File: src/rtl/seq_alu.sv
// seq_alu: sequenced 16-bit ALU feeding the zero-flag register.
// Single-cycle logic/add/sub/shift ops; 16-cycle iterative shift-add multiply.
// Build option: define SEQ_ALU_MUL_EN to compile in the MUL opcode and MUL
// state. When it is undefined, opcode 111 completes in one cycle as an illegal
// op: it leaves ALU_out untouched and does not pulse Zero_flag_enable.
module seq_alu #(
    parameter int unsigned DATA_W = 16
) (
    input  logic              clk,
    input  logic              reset,
    input  logic              start,
    input  logic [2:0]        opcode,
    input  logic [DATA_W-1:0] A,
    input  logic [DATA_W-1:0] B,
    output logic              busy,
    output logic              done,
    output logic [DATA_W-1:0] ALU_out,
    output logic              Zero_flag_enable,
    output logic              illegal_op
);

    logic [DATA_W-1:0] alu_q, alu_d;
    logic              done_q, done_d;
    logic              zfe_q, zfe_d;
    logic [DATA_W-1:0] simple_res;

`ifdef SEQ_ALU_MUL_EN
    typedef enum logic {S_IDLE, S_MUL} state_t;

    state_t            state_q, state_d;
    logic [DATA_W-1:0] mcand_q, mcand_d;
    logic [DATA_W-1:0] mplier_q, mplier_d;
    logic [DATA_W-1:0] acc_q, acc_d;
    logic [3:0]        cnt_q, cnt_d;
    logic [DATA_W-1:0] acc_sum;
`else
    logic              ill_q, ill_d;
`endif

    // Single-cycle result for the currently presented opcode and operands
    always_comb begin
        simple_res = '0;
        case (opcode)
            3'b000:  simple_res = A + B;
            3'b001:  simple_res = A - B;
            3'b010:  simple_res = A & B;
            3'b011:  simple_res = A | B;
            3'b100:  simple_res = A ^ B;
            3'b101:  simple_res = A << B[3:0];
            3'b110:  simple_res = A >> B[3:0];
            default: simple_res = '0;
        endcase
    end

`ifdef SEQ_ALU_MUL_EN
    // Accumulator value after this iteration's conditional add
    assign acc_sum = mplier_q[0] ? (acc_q + mcand_q) : acc_q;

    // Next-state and datapath control for IDLE/MUL
    always_comb begin
        state_d  = state_q;
        mcand_d  = mcand_q;
        mplier_d = mplier_q;
        acc_d    = acc_q;
        cnt_d    = cnt_q;
        alu_d    = alu_q;
        done_d   = 1'b0;
        zfe_d    = 1'b0;
        case (state_q)
            S_IDLE: begin
                if (start) begin
                    if (opcode == 3'b111) begin
                        state_d  = S_MUL;
                        mcand_d  = A;
                        mplier_d = B;
                        acc_d    = '0;
                        cnt_d    = '0;
                    end else begin
                        alu_d  = simple_res;
                        done_d = 1'b1;
                        zfe_d  = 1'b1;
                    end
                end
            end
            S_MUL: begin
                acc_d    = acc_sum;
                mcand_d  = mcand_q << 1;
                mplier_d = mplier_q >> 1;
                cnt_d    = cnt_q + 4'd1;
                // 16th iteration publishes the sum including its final add
                if (cnt_q == 4'd15) begin
                    alu_d   = acc_sum;
                    done_d  = 1'b1;
                    zfe_d   = 1'b1;
                    state_d = S_IDLE;
                end
            end
            default: state_d = S_IDLE;
        endcase
    end

    // State and datapath registers with synchronous active-low reset
    always_ff @(posedge clk) begin
        if (!reset) begin
            state_q  <= S_IDLE;
            mcand_q  <= '0;
            mplier_q <= '0;
            acc_q    <= '0;
            cnt_q    <= '0;
            alu_q    <= '0;
            done_q   <= 1'b0;
            zfe_q    <= 1'b0;
        end else begin
            state_q  <= state_d;
            mcand_q  <= mcand_d;
            mplier_q <= mplier_d;
            acc_q    <= acc_d;
            cnt_q    <= cnt_d;
            alu_q    <= alu_d;
            done_q   <= done_d;
            zfe_q    <= zfe_d;
        end
    end

    assign busy       = (state_q == S_MUL);
    assign illegal_op = 1'b0;
`else
    // Single-state control: every accepted op completes in one cycle
    always_comb begin
        alu_d  = alu_q;
        done_d = 1'b0;
        zfe_d  = 1'b0;
        ill_d  = 1'b0;
        if (start) begin
            done_d = 1'b1;
            if (opcode == 3'b111) begin
                ill_d = 1'b1;
            end else begin
                alu_d = simple_res;
                zfe_d = 1'b1;
            end
        end
    end

    // Output registers with synchronous active-low reset
    always_ff @(posedge clk) begin
        if (!reset) begin
            alu_q  <= '0;
            done_q <= 1'b0;
            zfe_q  <= 1'b0;
            ill_q  <= 1'b0;
        end else begin
            alu_q  <= alu_d;
            done_q <= done_d;
            zfe_q  <= zfe_d;
            ill_q  <= ill_d;
        end
    end

    assign busy       = 1'b0;
    assign illegal_op = ill_q;
`endif

    assign ALU_out          = alu_q;
    assign done             = done_q;
    assign Zero_flag_enable = zfe_q;

endmodule
File: config.mk
export PLATFORM = sky130hd
export DESIGN_NAME = seq_alu
export DESIGN_NICKNAME = d
export VERILOG_FILES = /design/src/rtl/seq_alu.sv
export SDC_FILE = /design/constraint.sdc
export NUM_CORES = 1
export LEC_CHECK = 0
export BUFFER_PORTS_ARGS = -buffer_cell sky130_fd_sc_hd__buf_4
export CELL_PAD_IN_SITES_DETAIL_PLACEMENT = 1
export CELL_PAD_IN_SITES_GLOBAL_PLACEMENT = 1
export CORE_ASPECT_RATIO = 0.8
export CORE_MARGIN = 5
export CORE_UTILIZATION = 47
export CTS_CLUSTER_SIZE = 30
export DETAILED_ROUTE_END_ITERATION = 12
export GPL_TIMING_DRIVEN = 0
export PLACE_DENSITY_LB_ADDON = 0.15
export SYNTH_ARGS = -nofsm -noshare
export SYNTH_HDL_FRONTEND = slang
export SYNTH_SLANG_ARGS = --single-unit
File: constraint.sdc
create_clock -name clk -period 6.5 [get_ports clk]
set_input_delay 0.325 -clock clk [delete_from_list [all_inputs] [get_ports clk]]
set_output_delay 0.325 -clock clk [all_outputs]
set_load 0.05 [all_outputs]
## After elaboration in Yosys (flattened, before gate mapping)

Index checks and enable logic that the tools add are counted.

| storage, ports and cells | value |
|---|---|
| flip-flop bits (word level) | 19 |
| output and inout port bits | 20 |
| input bits | 38 |
| word-level logic and storage cells | 26 |

| cells by class | value |
|---|---|
| bitwise gates (word level) | 4 |
| $add $sub $neg | 2 |
| mux-type cells | 4 |
| shift-type cells | 2 |
| eq/ne operators | 7 |
| reduce and logical (&&, ||, !) cells | 3 |

Operator list:

| cell | number |
|---|---|
| $pmux W16 S7 | 1 |
| $add A16 B16 Y16 | 1 |
| $and A16 B16 Y16 | 1 |
| $or A16 B16 Y16 | 1 |
| $shl A16 B4 Y16 | 1 |
| $shr A16 B4 Y16 | 1 |
| $sub A16 B16 Y16 | 1 |
| $xor A16 B16 Y16 | 1 |
| $eq A3 B3 Y1 const B | 4 |
| $eq A3 B2 Y1 const B | 2 |
| $reduce_and A2 Y1 | 2 |
| $eq A3 B1 Y1 const B | 1 |
| $logic_not A3 Y1 | 1 |
| $mux W1 | 3 |
| $not A1 Y1 | 1 |

## Depth between registers and ports, before layout

| depth | value |
|---|---|
| depth in word-level cells | 3 |
| gate-level depth with buffers | 15 |
| gate-level depth less buffers | 13 |

## Worst setup path after synthesis

No wires, ideal clock.

| timing path | value |
|---|---|
| kind | input to register |
| start point | input B[0] |
| end point | register alu_q[14] (netlist: ALU_out[14]) |
| slack | 3.253 ns |
| data arrival time | 3.185 ns |
| path buffers | 2 |
| library setup time | 0.062 ns |
| stages on the path | 15 |
| path through | buf_6 > buf_6 > clkinv_1 > ha_1 > and3_1 > a41o_1 > nand2_1 > xnor2_1 > ha_1 > a21oi_1 > o21ai_0 > a21oi_1 > inv_1 > or4_1 > nand3_1 |

| between the ends | value |
|---|---|
| longest elaborated chain between the ends | 2 |
| elaborated cells on any way between the ends | 5 |
| those cells by class | 2 x add/sub; 2 x shift; 1 x mux |

Ends and longest elaborated chain:

| item | line | RTL |
|---|---|---|
| start, declared | 14 | `input logic [DATA_W-1:0] B,` |
| $sub A16 B16 Y16, or another cell as far along | 45 | `3'b001: simple_res = A - B;` |
| $pmux W16 S7 (*) | 43 | `case (opcode)` |
| end signal, assigned | 153 | `alu_q <= alu_d;` |
| end, declared | 22 | `logic [DATA_W-1:0] alu_q, alu_d;` |

Every way passes the cells marked *; elsewhere a longest branch is shown, timed or not.
A chain may end at the register's enable or synchronous reset.

## Worst setup path in the final report

| timing path | value |
|---|---|
| start point | input B[0] |
| end point | register alu_q[15] (netlist: ALU_out[15]) |

Same word-level chain as after synthesis.

==> flow_metrics.py <==
metrics = {
    "final_layout": {
        "register_area_sq_um": 380,
        "fin_area_sq_um": 4660,
        "fill_cells": 1116,
        "nets": 687,
        "num_antenna_cells": 0,
        "area_delta_synth_final_pct": 14.5,
        "drive_above_1_share": 0.179,
        "multi_input_area_sq_um": 3350,
    },
    "yosys": {
        "async_flop_share": 0,
        "yosys-top-cells-area": "ha_1 15%, dfxtp_1 9.3%, a21oi_1 6.6%, mux4_2 5.0%, xnor2_1 4.7%",
        "synth-edff-count": 0,
        "ys_seq_area_frac": 0.0935,
        "synthesis.area_per_instance_sq_um": 7.54,
        "synth_top_flop_cell": "dfxtp_1",
        "synth_most_common_cell": "a21oi_1",
        "synth-seq-cells": 19,
        "synthTopCellsByCount": "54 x a21oi_1, 49 x ha_1, 43 x nor2_1",
        "syn_inst": 540,
        "yosysWarnings": 0,
        "syn_area_sq_um": 4070,
        "yosys.area.top_type_share": 0.151,
        "syn-num-nets": 628,
        "netlist.top_cell.by_area": "ha_1",
        "synth_cell_types": 72,
    },
    "worst_setup_path": {
        "cp_num_buf_inv": 4,
        "cpMostUsedCell": "o21ai_0",
        "cp_top_family": "compound AO/OA/AOI/OAI gates",
        "r2r_end": "ALU_out[14]",
        "slowest_stage": "o21ai_0",
        "cpPeakStageDelay_ns": 0.45,
        "cp.depth": 15,
        "critical_path_arrival_ns": 4.00,
        "rr_worst_depth": 3,
        "cp-endpoint": "ALU_out[15]",
        "startpoint": "B[0]",
        "crit_chain": "buf_4 -> buf_6 -> buf_6 -> clkinv_1 -> ha_1 -> and3_1 -> a41o_1 -> o21ai_0 -> xnor2_1 -> ha_1 -> o21ai_0 -> a211o_1 -> o21ai_0 -> xnor2_1 -> a211oi_1",
        "r2r_slack_ns": 5.15,
        "end_kind": "flip-flop",
        "critical_path_class": "in -> reg",
        "cp-start-kind": "primary input",
        "cp_max_fo": 11,
        "reg2reg_from": "ALU_out[14]",
        "cp.required_ns": 6.68,
    },
    "cts": {
        "cts_resized": 0,
        "cts_sinks": 19,
        "cts_hold_repair.buffers": 0,
        "cts_buffer_depth": 2,
        "cts_tree": "done",
        "clk_pin_slew_worst_paths_ns": 0.07,
        "cts_buffers": 3,
        "cts_root_buf": "clkbuf_8",
        "worstSkewPairLatency_ns": 0.26,
        "htreeDepth": 1,
        "cts_setup_buffers": 0,
    },
    "sta": {
        "rsz0062_at_grt": "false",
        "finClkSkew_ns": 0,
        "hold_slack_ns": 0.381,
        "finalSetupViolCount": 0,
        "slew_headroom": 0.492,
        "fin_ws_ns": 2.68,
        "hold_viol": 0,
        "tightest_slew_ns": 0.758,
        "post-route-period-util": 0.588,
        "drv_slew": 0,
        "tns_ns": 0,
        "fin_crit_ns": 3.82,
        "fmax_mhz": 262,
    },
    "floorplanning": {
        "row_count": 30,
        "die_area_sq_um": 10600,
        "start_util": 0.480,
        "die_h_um": 93.2,
        "pin_count": 58,
        "core_area_sq_um": 8480,
        "die_w_um": 114,
    },
    "power_and_ir_drop": {
        "p_leak_nw": 2.06,
        "power.density_nw_per_um2": 140,
        "irDropWorstVdd_uv": 91.1,
        "p_total_uw": 653,
    },
    "route": {
        "ant_nets": 0,
        "wl_per_cell_um": 27.4,
        "via_count": 4956,
        "dr.pass1.iters": 5,
        "route.detailed.drc": 0,
        "routed_wl_um": 19500,
        "vias_per_cell": 6.98,
        "dr.first_iter.drc_count": 544,
    },
    "placement": {
        "dp_hpwl_um": 16000,
        "place_area_sq_um": 4620,
        "globalplace.congestion": 1.00,
        "io_buffers": 54,
        "place_ws_ns": 2.51,
    },
    "global_route": {
        "grtUsageTotal": 0.366,
        "grt_pass1_vias": 4961,
        "grt_max_degree": 12,
        "grt_pass1_wl_um": 29700,
        "antenna_found_initial": 1,
        "overflow": 0,
    },
    "min_path": {
        "min-delay-path-class": "in -> reg",
    },
    "run_status": {
        "outcome": "finished clean",
    },
    "job": {
        "drv_cap": 0,
    },
}
[power by group]
part / leakage [nW] / switching [mW] / internal [mW] / total (mW)
sequential: 0.157 / 0.00535 / 0.127 / 0.132
clock: 0.0255 / 0.0405 / 0.0427 / 0.0833
combinational: 1.88 / 0.287 / 0.151 / 0.438
total: 2.06 / 0.333 / 0.320 / 0.653
[layout by cell type (no fill, tap or decap), types with 4 or more instances in the layout]
master,count
mux2_2,10
mux2i_1,12
a211o_1,9
nand3_1,12
nand4_1,6
xnor2_1,22
a31oi_1,7
dfxtp_1,19
clkbuf_1,15
and3_1,7
buf_6,5
nor3_1,9
mux4_2,9
o211ai_1,7
nor2b_1,6
a211oi_1,18
nor4_1,4
nand2b_1,5
o21ai_0,36
buf_4,56
a21o_1,8
buf_2,11
inv_1,41
ha_1,49
o21a_1,5
nor2_1,43
a21oi_1,54
mux4_1,4
nand2_1,42
[per-stage QoR]
| stage | std cells | util |
|---|---|---|
| detailed placement | 706 | 0.544 |
| floorplan | 540 | - |
| CTS | 710 | 0.550 |
| global placement | 706 | 0.544 |
| global route | 710 | 0.550 |
| finish | 710 | 0.550 |
[metal layers]
metal / share of wire / global-route usage / vias up
li1: - / - / 2117
met1: 0.41 / 0.503 / 2452
met2: 0.43 / 0.561 / 327
met3: 0.12 / 0.0951 / 58
met4: 0.037 / 0.107 / 2
met5: 0.00036 / 0 / -
[kinds of logic after synthesis]
kind of cell | synth area share
xor+xnor | 0.0516
buf+inv | 0.0836
flops | 0.0935
compound gates | 0.293
fa+ha+maj | 0.156
mux | 0.136
simple gates | 0.186
other cells | 0.000921
[area by class of cell]
cell class | count | area share
sequential | 19 | 0.0816
timing repair buffer | 54 | 0.0870
clock inverter | 1 | 0.00107
tap | 112 | 0.0301
inverter | 42 | 0.0338
clock buffer | 3 | 0.00886
buffer | 33 | 0.0392
multi-input combinational | 446 | 0.718
[registers in the layout (all words and copies together) (netlist names)]
name,cells
ALU_out,16
illegal_op,1
done,1
Zero_flag_enable,1
[how the worst min path moves through the flow]
stage	from	to	slack, ns	depth (start not counted)
finish	reset	done	0.38	2
detailed placement	ALU_out[3]	ALU_out[3]	0.51	1
global placement	ALU_out[3]	ALU_out[3]	0.49	1
CTS	reset	done	0.37	2
floorplan	reset	done	0.47	1
global route	reset	done	0.39	2
[worst register-to-register path, stage by stage, from the launching register on]
cell and delay (ns):
dfxtp_1 0.34, o21ai_0 0.22, or4_1 0.57, nand3_1 0.14
(Power assumes the default switching activity.)
